**src/rtl/clock_divider_bank.sv**
```systemverilog
// Bank of runtime-programmable clock-enable generators: per channel a one-cycle tick and a near-50% square wave.
// Define CLKDIV_SHADOW_EN to buffer divisor writes until the next period boundary instead of restarting the channel.
module clock_divider_bank #(
    parameter int unsigned NUM_CH      = 4,
    parameter int unsigned CNT_W       = 32,
    parameter int unsigned DEFAULT_DIV = 100_000_000,
    localparam int unsigned CH_W       = (NUM_CH > 1) ? $clog2(NUM_CH) : 1
) (
    input  logic              i_clk,
    input  logic              i_rst_n,
    input  logic [NUM_CH-1:0] i_ch_en,
    input  logic              i_sync,
    input  logic              i_wr_en,
    input  logic [CH_W-1:0]   i_wr_ch,
    input  logic [CNT_W-1:0]  i_wr_div,
    output logic              o_wr_err,
    output logic [NUM_CH-1:0] o_tick,
    output logic [NUM_CH-1:0] o_clk_out
);

    logic r_wr_err;

    always_ff @(posedge i_clk or negedge i_rst_n) begin
        if (!i_rst_n) begin
            r_wr_err <= 1'b0;
        end else begin
            r_wr_err <= i_wr_en && (32'(i_wr_ch) >= NUM_CH);
        end
    end

    assign o_wr_err = r_wr_err;

    for (genvar gi = 0; gi < NUM_CH; gi++) begin : g_ch
        logic [CNT_W-1:0] r_cnt;
        logic [CNT_W-1:0] r_div;
        logic             r_tick;
        logic             r_clk_out;
        logic             w_hit;
        logic             w_idle;
        logic             w_last;
        logic             w_hi;
        logic             w_restart;
        logic [CNT_W-1:0] w_div_next;

        assign w_hit  = i_wr_en && (i_wr_ch == CH_W'(gi));
        // A zero divisor parks the channel, so the div-1 compare only matters while running.
        assign w_idle = !i_ch_en[gi] || (r_div == '0);
        assign w_last = !w_idle && (r_cnt == r_div - CNT_W'(1));
        assign w_hi   = (r_div >= CNT_W'(2)) && (r_cnt < r_div - (r_div >> 1));

`ifdef CLKDIV_SHADOW_EN
        logic [CNT_W-1:0] r_shadow;
        logic             r_pending;
        logic [CNT_W-1:0] w_shadow_eff;
        logic             w_pend_eff;
        logic             w_apply;

        // A write landing on the apply cycle takes effect directly, so the last write always wins.
        assign w_shadow_eff = w_hit ? i_wr_div : r_shadow;
        assign w_pend_eff   = w_hit || r_pending;
        assign w_apply      = w_pend_eff && (w_idle || i_sync || w_last);
        assign w_div_next   = w_apply ? w_shadow_eff : r_div;
        assign w_restart    = 1'b0;

        always_ff @(posedge i_clk or negedge i_rst_n) begin
            if (!i_rst_n) begin
                r_shadow  <= CNT_W'(DEFAULT_DIV);
                r_pending <= 1'b0;
            end else if (w_apply) begin
                r_pending <= 1'b0;
            end else if (w_hit) begin
                r_shadow  <= i_wr_div;
                r_pending <= 1'b1;
            end
        end
`else
        assign w_div_next = w_hit ? i_wr_div : r_div;
        assign w_restart  = w_hit;
`endif

        always_ff @(posedge i_clk or negedge i_rst_n) begin
            if (!i_rst_n) begin
                r_cnt     <= '0;
                r_div     <= CNT_W'(DEFAULT_DIV);
                r_tick    <= 1'b0;
                r_clk_out <= 1'b0;
            end else begin
                r_div <= w_div_next;
                if (w_idle) begin
                    r_cnt     <= '0;
                    r_tick    <= 1'b0;
                    r_clk_out <= 1'b0;
                end else if (i_sync || w_restart) begin
                    r_cnt     <= '0;
                    r_tick    <= 1'b0;
                    r_clk_out <= (w_div_next >= CNT_W'(2));
                end else begin
                    r_tick    <= w_last;
                    r_clk_out <= w_hi;
                    r_cnt     <= w_last ? '0 : r_cnt + CNT_W'(1);
                end
            end
        end

        assign o_tick[gi]    = r_tick;
        assign o_clk_out[gi] = r_clk_out;
    end

endmodule

```
**config.mk**
```make
export PLATFORM = sky130hd
export DESIGN_NAME = clock_divider_bank
export DESIGN_NICKNAME = d
export VERILOG_FILES = /design/src/rtl/clock_divider_bank.sv
export SDC_FILE = /design/constraint.sdc
export NUM_CORES = 1
export LEC_CHECK = 0
export ABC_AREA = 1
export CORE_ASPECT_RATIO = 1.4
export CORE_UTILIZATION = 32
export CTS_BUF_LIST = sky130_fd_sc_hd__clkbuf_8
export DETAILED_ROUTE_END_ITERATION = 8
export REMOVE_ABC_BUFFERS = 1
export SLEW_MARGIN = 20
export SYNTH_ARGS = -nofsm -noshare
export SYNTH_HDL_FRONTEND = slang
export SYNTH_SLANG_ARGS = --single-unit
```
**constraint.sdc**
```tcl
create_clock -name i_clk -period 3.97 [get_ports i_clk]
set_input_delay 0.397 -clock i_clk [delete_from_list [all_inputs] [get_ports i_clk]]
set_output_delay 0.397 -clock i_clk [all_outputs]
set_load 0.05 [all_outputs]
```
==> results of run 1 <==
==> placed cells by master (no fill, tap or decap), types with 7 or more instances in the layout <==
master           count
buf_4              108
nand3_2             10
nor3_2               8
and3_1               7
nor3_1              82
nor2_2              18
nor2_4              12
o21ai_1              8
inv_2               13
dfstp_2             48
a21oi_1            198
inv_1              855
a21boi_0             8
o21bai_1            24
ha_1               392
o211ai_1            10
nand4_1            222
a221oi_1            14
a21boi_1             7
nand2_2             18
clkdlybuf4s50_1     48
clkinv_1             9
xnor2_1             84
a211oi_1            10
nand3b_1            11
o21ai_0            290
or2_2               21
nand3_1            190
dfrtp_1            212
nand2_1            857
nor4_1              71
clkbuf_8            64
xor2_1             297
nor2_1             451
a31oi_1              9
==> where the power goes <==
group          total [W]  internal [W]  leakage (nW)  switching (W)
clock network    0.00308       0.00171         0.610        0.00137
registers        0.00329       0.00297          3.38       0.000318
logic            0.00802       0.00284          14.2        0.00518
==> registers in the layout, indices dropped and copies added, names as in the netlist <==
name,count
g_ch.r_tick,4
g_ch.r_cnt,128
g_ch.r_div,128
g_ch.r_clk_out,4
==> metrics by stage <==
stage | area (sq um) | power (W) | instances | hold WS, ns | setup slack [ns]
after floorplan | 30800 | 0.00862 | 4521 | 0.101 | 0.567
after global placement | 33800 | 0.0112 | 5983 | 0.422 | 0.207
after detailed placement | 33800 | 0.0112 | 5983 | 0.426 | 0.229
after CTS | 34900 | 0.0143 | 6073 | 0.274 | 0.201
after global routing | 35000 | 0.0155 | 6074 | 0.314 | -0.00265
final | 35000 | 0.0144 | 6076 | 0.270 | 0.271
==> worst paths after layout <==
check,endpoint,startpoint,cells after the start
setup / recovery,g_ch[1].r_clk_out,g_ch[1].r_div[24],18
hold / removal,g_ch[0].r_cnt[25],i_rst_n,2
setup reg to reg,g_ch[1].r_clk_out,g_ch[1].r_div[24],18
hold reg to reg,g_ch[3].r_div[22],g_ch[3].r_div[22],2
max in group asynchronous,g_ch[3].r_div[26],i_rst_n,3
min in group i_clk,g_ch[1].r_div[21],i_wr_div[21],3
==> area by class of cell <==
| type | count | area, sq um |
|---|---|---|
| Fill cell | 10447 | 61800 |
| Multi-Input combinational cell | 3391 | 20900 |
| Sequential cell | 264 | 6670 |
| Inverter | 866 | 3250 |
| Tap cell | 1301 | 1630 |
| Timing Repair Buffer | 162 | 1400 |
| Clock buffer | 64 | 881 |
| Clock inverter | 25 | 231 |
| Antenna cell | 3 | 7.51 |
==> kinds of logic (layout without fill, tap and decap cells) <==
kind of cell               after synthesis  count (layout)
and+or+nand+nor                       2001            2001
buffers and inverters                  956            1117
AOI/OAI and AO/OA                      609             609
adders and majority gates              396             396
xor gates and xnor gates               384             384
DFF                                    264             264
other                                    1               4
==> what timing repair did <==
| action | in CTS | in global routing |
|---|---|---|
| gates resized for setup | 0 | 33 |
| setup endpoints to repair | 0 | 4 |
| endpoints found under the hold margin | 55 | 0 |
| buffers inserted | 0 | 0 |
| hold buffers | 1 | 0 |
==> routing by layer <==
layer,track usage,wire (um),up-vias
met1,0.258,44600,14140
met5,0,0,-
li1,-,-,15164
met4,0.191,11000,0
met3,0.0276,5430,382
met2,0.425,57200,940
==> qor.tcl, run 1 <==
set qor(die_span_in_y_um) 372
set qor(power-per-cell-area_nw_per_um2) 411
set qor(setup_viol) 0
set qor(synth_largest_area_cell) {dfrtp_1}
set qor(critical_path.endpoint_type) {register}
set qor(worst_ep_arrival_time_ns) 4.24
set qor(synth_fa_ha_area_frac) 0.160
set qor(cts_tree) {done}
set qor(clock_tree_buffer_depth) 3
set qor(finalWeightedCongestion) 1.02
set qor(ir_worst_vdd_v) 0.000262
set qor(critPathMostFrequentCell) {nand2_1}
set qor(placementRows) 135
set qor(first_pass_iters) 5
set qor(critical_path_max_stage_delay_ns) 0.64
set qor(cts_root_buffer) {clkbuf_8}
set qor(drv_slew) 0
set qor(tightestPinTransition_ns) 0.837
set qor(crit_slowest_cell) {dfstp_2}
set qor(synth-simple-area-share) 0.292
set qor(clk_latency_ns) 0.70
set qor(timing.critical_path.max_delay_family) {simple AND/OR/NAND/NOR gates}
set qor(synth_flop_cell) {dfrtp_1}
set qor(yosys_warnings) 0
set qor(syn2layout_area_growth_pct) 12.0
set qor(detail_route.iter0.violations) 2137
set qor(clock_sinks) 264
set qor(outcome) {finished, final reports clean}
set qor(detailedPlacementHpwl_um) 98600
set qor(numPortBuffers) 49
set qor(core_region_area_sq_um) 96800
set qor(synth_area_leaders) {dfrtp_1 (17%), ha_1 (16%), nand2_1 (10%), inv_1 (10%), xor2_1 (8.3%)}
set qor(vias) 30626
set qor(final_nets) 5171
set qor(drive_above_1_share) 0.0775
set qor(timing.critical_path.buf_inv) 3
set qor(required_ns) 4.51
set qor(finalHoldViolCount) 0
set qor(cts.clk_slew.worst_paths_ns) 0.07
set qor(wl_um) 118000
set qor(yosys.cell_types.count) 61
set qor(startpoint_type_of_the_worst_setup_path) {register}
set qor(grt_overflow_total) 0
set qor(path_max_fanout) 4
set qor(slew-limit-headroom) 0.437
set qor(tns_ns) 0
set qor(dominant_combinational_cell_family_by_area_after_synthesis) {simple AND/OR/NAND/NOR gates}
set qor(setup.worst_path.class) {register to register}
set qor(grt_pass1_vias) 31041
set qor(mappedNetlistArea_sq_um) 31200
set qor(netlist_instances) 4611
set qor(drt-wirelength-per-cell_um) 19.4
set qor(synthesis.area_per_instance_sq_um) 6.77
set qor(fraction_of_the_mapped_netlist_area_in_compound_gates) 0.107
set qor(cellLeakagePower_nw) 18.2
set qor(gr-usage-all-layers) 0.240
set qor(tritoncts.num_buffers) 48
set qor(postRouteAntennaNets) 0
set qor(synth-edff-count) 0
set qor(chipWidth_um) 266
set qor(grt_first_pass_wirelength_um) 181000
set qor(ioPinCount) 51
set qor(synth_top_area_share) 0.173
set qor(sequential_area_share_after_synthesis) 0.213
set qor(postSynthRegisterBits) 264
set qor(grt_start_max_net_pins) 77
set qor(final.min_clock_period_ns) 3.70
set qor(timing.reg2reg.setup_slack_ns) 0.27
set qor(route.detailed.vias_per_inst) 5.04
set qor(timing.max_cap.violations) 0
set qor(final_core_util) 0.361
set qor(effective_utilization_at_floorplan) 0.323
set qor(cts_max_level) 2
set qor(die_footprint_sq_um) 98900
set qor(final.setup_skew_ns) 0.0470
set qor(worst_hold_path_type) {primary input to async pin}
set qor(worstPathCellList) {inv_1 -> ha_1 -> nor2_1 -> inv_1 -> nor2_1 -> inv_1 -> nor4_1 -> nand2_1 -> o21ai_0 -> xor2_1 -> ha_1 -> nand2_1 -> nor2_1 -> nand4_1 -> nor4b_2 -> nand2_1 -> nand2_1 -> a21oi_1}
set qor(drt_drc_violations_left) 0
set qor(antenna_found_initial) 4
set qor(synth_common_cells) {nand2_1 (858), inv_1 (844), nor2_1 (454)}
set qor(yosys.area_share.xor_xnor) 0.109
set qor(most_repeated_cell_in_the_gate_level_netlist_after_synthesis) {nand2_1}
set qor(fmax_ghz) 0.270
set qor(timing.final.crit_share) 0.932
set qor(async_reset_ff_frac) 1.00
set qor(synth.mux.area_fraction) 0
No activity file was read; power rests on OpenSTA's default activity.
==> inputs of run 2 (changes only) <==
- CORE_MARGIN: not set -> 4
- CORE_UTILIZATION: 32 -> 56
- HOLD_SLACK_MARGIN: not set -> 0.06
- PLACE_DENSITY: not set -> 0.73
==> run 2 against run 1 <==
Effect of this change:
- non-clock buffer count shrank 38
- hold slack better by 0.057 ns
- routed wire length shrank 13%
- largest cell class unchanged
- highest routed layer unchanged
==> qor.tcl, run 2 (synthesis results as in run 1) <==
set qor(syn2layout_area_growth_pct) 8.38
set qor(drv_slew) 0
set qor(grt_overflow_total) 0
set qor(worst_hold_path_type) {primary input to async pin}
set qor(rsz0062_at_grt) {true}
set qor(outcome) {finished, final reports clean}
set qor(cts_tree) {done}
set qor(gr-usage-all-layers) 0.338
set qor(slew-limit-headroom) 0.462
set qor(critical_path.endpoint_type) {register}
set qor(cellLeakagePower_nw) 18.0
set qor(first_pass_iters) 6
set qor(internal_power_w) 0.00724
set qor(grt_pass1_vias) 30091
set qor(post-cts-setup-buffer-count) 0
set qor(path_max_fanout) 4
set qor(vias) 30477
set qor(tritoncts.num_buffers) 45
set qor(chipWidth_um) 208
set qor(grt_start_max_net_pins) 92
set qor(layout_commonest_cell) {inv_1}
set qor(final_nets) 5130
set qor(placed_instance_area_sq_um) 32800
set qor(die_footprint_sq_um) 59700
set qor(setup.worst_path.class) {register to register}
set qor(biggestRegsByFlops) {g_ch.r_cnt (128), g_ch.r_div (128)}
set qor(grt_first_pass_wirelength_um) 161000
set qor(final.setup_skew_ns) 0.0361
set qor(required_ns) 4.55
set qor(clock_tree_buffer_depth) 3
set qor(timing.max_cap.violations) 0
set qor(final.min_clock_period_ns) 3.70
set qor(comb_power_share) 0.557
set qor(placementRows) 102
set qor(sequentialPowerShare) 0.239
set qor(clock_sinks) 264
set qor(power-per-cell-area_nw_per_um2) 410
set qor(timing.final.crit_share) 0.933
set qor(finalHoldViolCount) 0
set qor(cts_root_buffer) {clkbuf_8}
set qor(antenna_found_initial) 2
set qor(ir_worst_vdd_v) 0.000374
set qor(post-route-cell-area_sq_um) 33800
set qor(drt-wirelength-per-cell_um) 18.9
set qor(fmax_ghz) 0.270
set qor(num-fill-cells) 5464
set qor(wl_um) 103000
set qor(ioPinCount) 51
set qor(startpoint_type_of_the_worst_setup_path) {register}
set qor(multi_input_area_sq_um) 20900
set qor(sequential_cell_area_sq_um) 6670
set qor(worst_ep_arrival_time_ns) 4.28
set qor(tightestPinTransition_ns) 0.799
set qor(most-common-layout-cells) {inv_1 (859), nand2_1 (858), nor2_1 (451), ha_1 (392), xor2_1 (297)}
set qor(cts.clk_slew.worst_paths_ns) 0.07
set qor(drive_above_1_share) 0.0666
set qor(detail_route.iter0.violations) 1962
set qor(cts_max_level) 2
set qor(setup_viol) 0
set qor(p_switching_w) 0.00664
set qor(route.detailed.vias_per_inst) 5.58
set qor(core_region_area_sq_um) 55300
set qor(tns_ns) 0
set qor(p_sw_frac) 0.478
set qor(power.share.clock) 0.205
set qor(postRouteAntennaNets) 0
set qor(detailedPlacementHpwl_um) 85100
set qor(clk_latency_ns) 0.68
set qor(numPortBuffers) 49
set qor(finalWeightedCongestion) 1.02
set qor(die_span_in_y_um) 287
set qor(effective_utilization_at_floorplan) 0.565
set qor(drt_drc_violations_left) 0
## run 2: cell count changes in the layout (fill, tap and decap cells not counted), sizes merged
cell | before | now
inv | 869 | 874
clkinv | 16 | 15
buf | 113 | 75
clkbuf | 64 | 55
## run 2: layout make-up
cell class              count  share of cell area
diodes                      3            0.000222
clock buffers              55              0.0224
clock inverters            29             0.00717
inverters                 866              0.0961
multi-input cells        3391               0.618
flip-flops and latches    264               0.197
well taps                 728              0.0269
repair buffers            124              0.0325
## run 2: worst paths after layout
check                           cells after the start  slack, ns              start                 to
worst max-delay path                               18       0.27   g_ch[2].r_div[4]  g_ch[2].r_clk_out
worst min-delay path                                2       0.33            i_rst_n   g_ch[2].r_cnt[2]
worst max register to register                     18       0.27   g_ch[2].r_div[4]  g_ch[2].r_clk_out
worst min register to register                      2       0.56  g_ch[3].r_div[20]  g_ch[3].r_div[20]
max in group asynchronous                           3       2.58            i_rst_n   g_ch[1].r_cnt[7]
min in group i_clk                                  3       0.56        i_wr_div[1]   g_ch[1].r_div[1]
## run 2: critical path: stages (launching register included)
cell and delay (ns):
dfrtp_1 0.45, inv_1 0.13, ha_1 0.33, inv_1 0.07, a21oi_1 0.15, a21boi_0 0.35, o21bai_1 0.14, a21boi_0 0.37
o21ai_0 0.26, a21oi_1 0.22, xor2_1 0.18, ha_1 0.26, a21oi_1 0.14, o21ai_0 0.08, a21oi_1 0.12, nor2_1 0.05
nor2_1 0.08, nand3_1 0.08, a21oi_1 0.14
## run 2: per-stage QoR
| stage | hold slack, ns | total power, W | setup slack, ns | util | cells |
|---|---|---|---|---|---|
| detailed placement | 0.459 | 0.0109 | 0.0903 | 0.593 | 5372 |
| floorplan | 0.101 | 0.00862 | 0.567 | - | 4521 |
| global placement | 0.457 | 0.0108 | 0.103 | 0.593 | 5372 |
| global route | 0.376 | 0.0150 | -0.0540 | 0.612 | 5458 |
| finish | 0.326 | 0.0139 | 0.268 | 0.612 | 5460 |
| CTS | 0.352 | 0.0138 | 0.0882 | 0.612 | 5457 |
## run 2: timing repair
item	in CTS	in global routing
setup endpoints to repair	0	4
gates resized for setup	0	25
endpoints found under the hold margin	53	0
hold buffers	1	0
## run 2: metal layers
metal	up-vias	share of wire	GRT usage
li1	15069	-	-
met1	14036	0.38	0.382
met2	1016	0.47	0.586
met3	356	0.062	0.0555
met4	0	0.082	0.225
met5	-	0	0
## run 2: power by group through the flow
stage	logic (W)	clock network, W	registers, W
after floorplan	0.00538	0	0.00325
after global placement	0.00747	0	0.00335
after detailed placement	0.00754	0	0.00335
after CTS	0.00759	0.00289	0.00330
after global routing	0.00870	0.00301	0.00333
final	0.00773	0.00284	0.00331
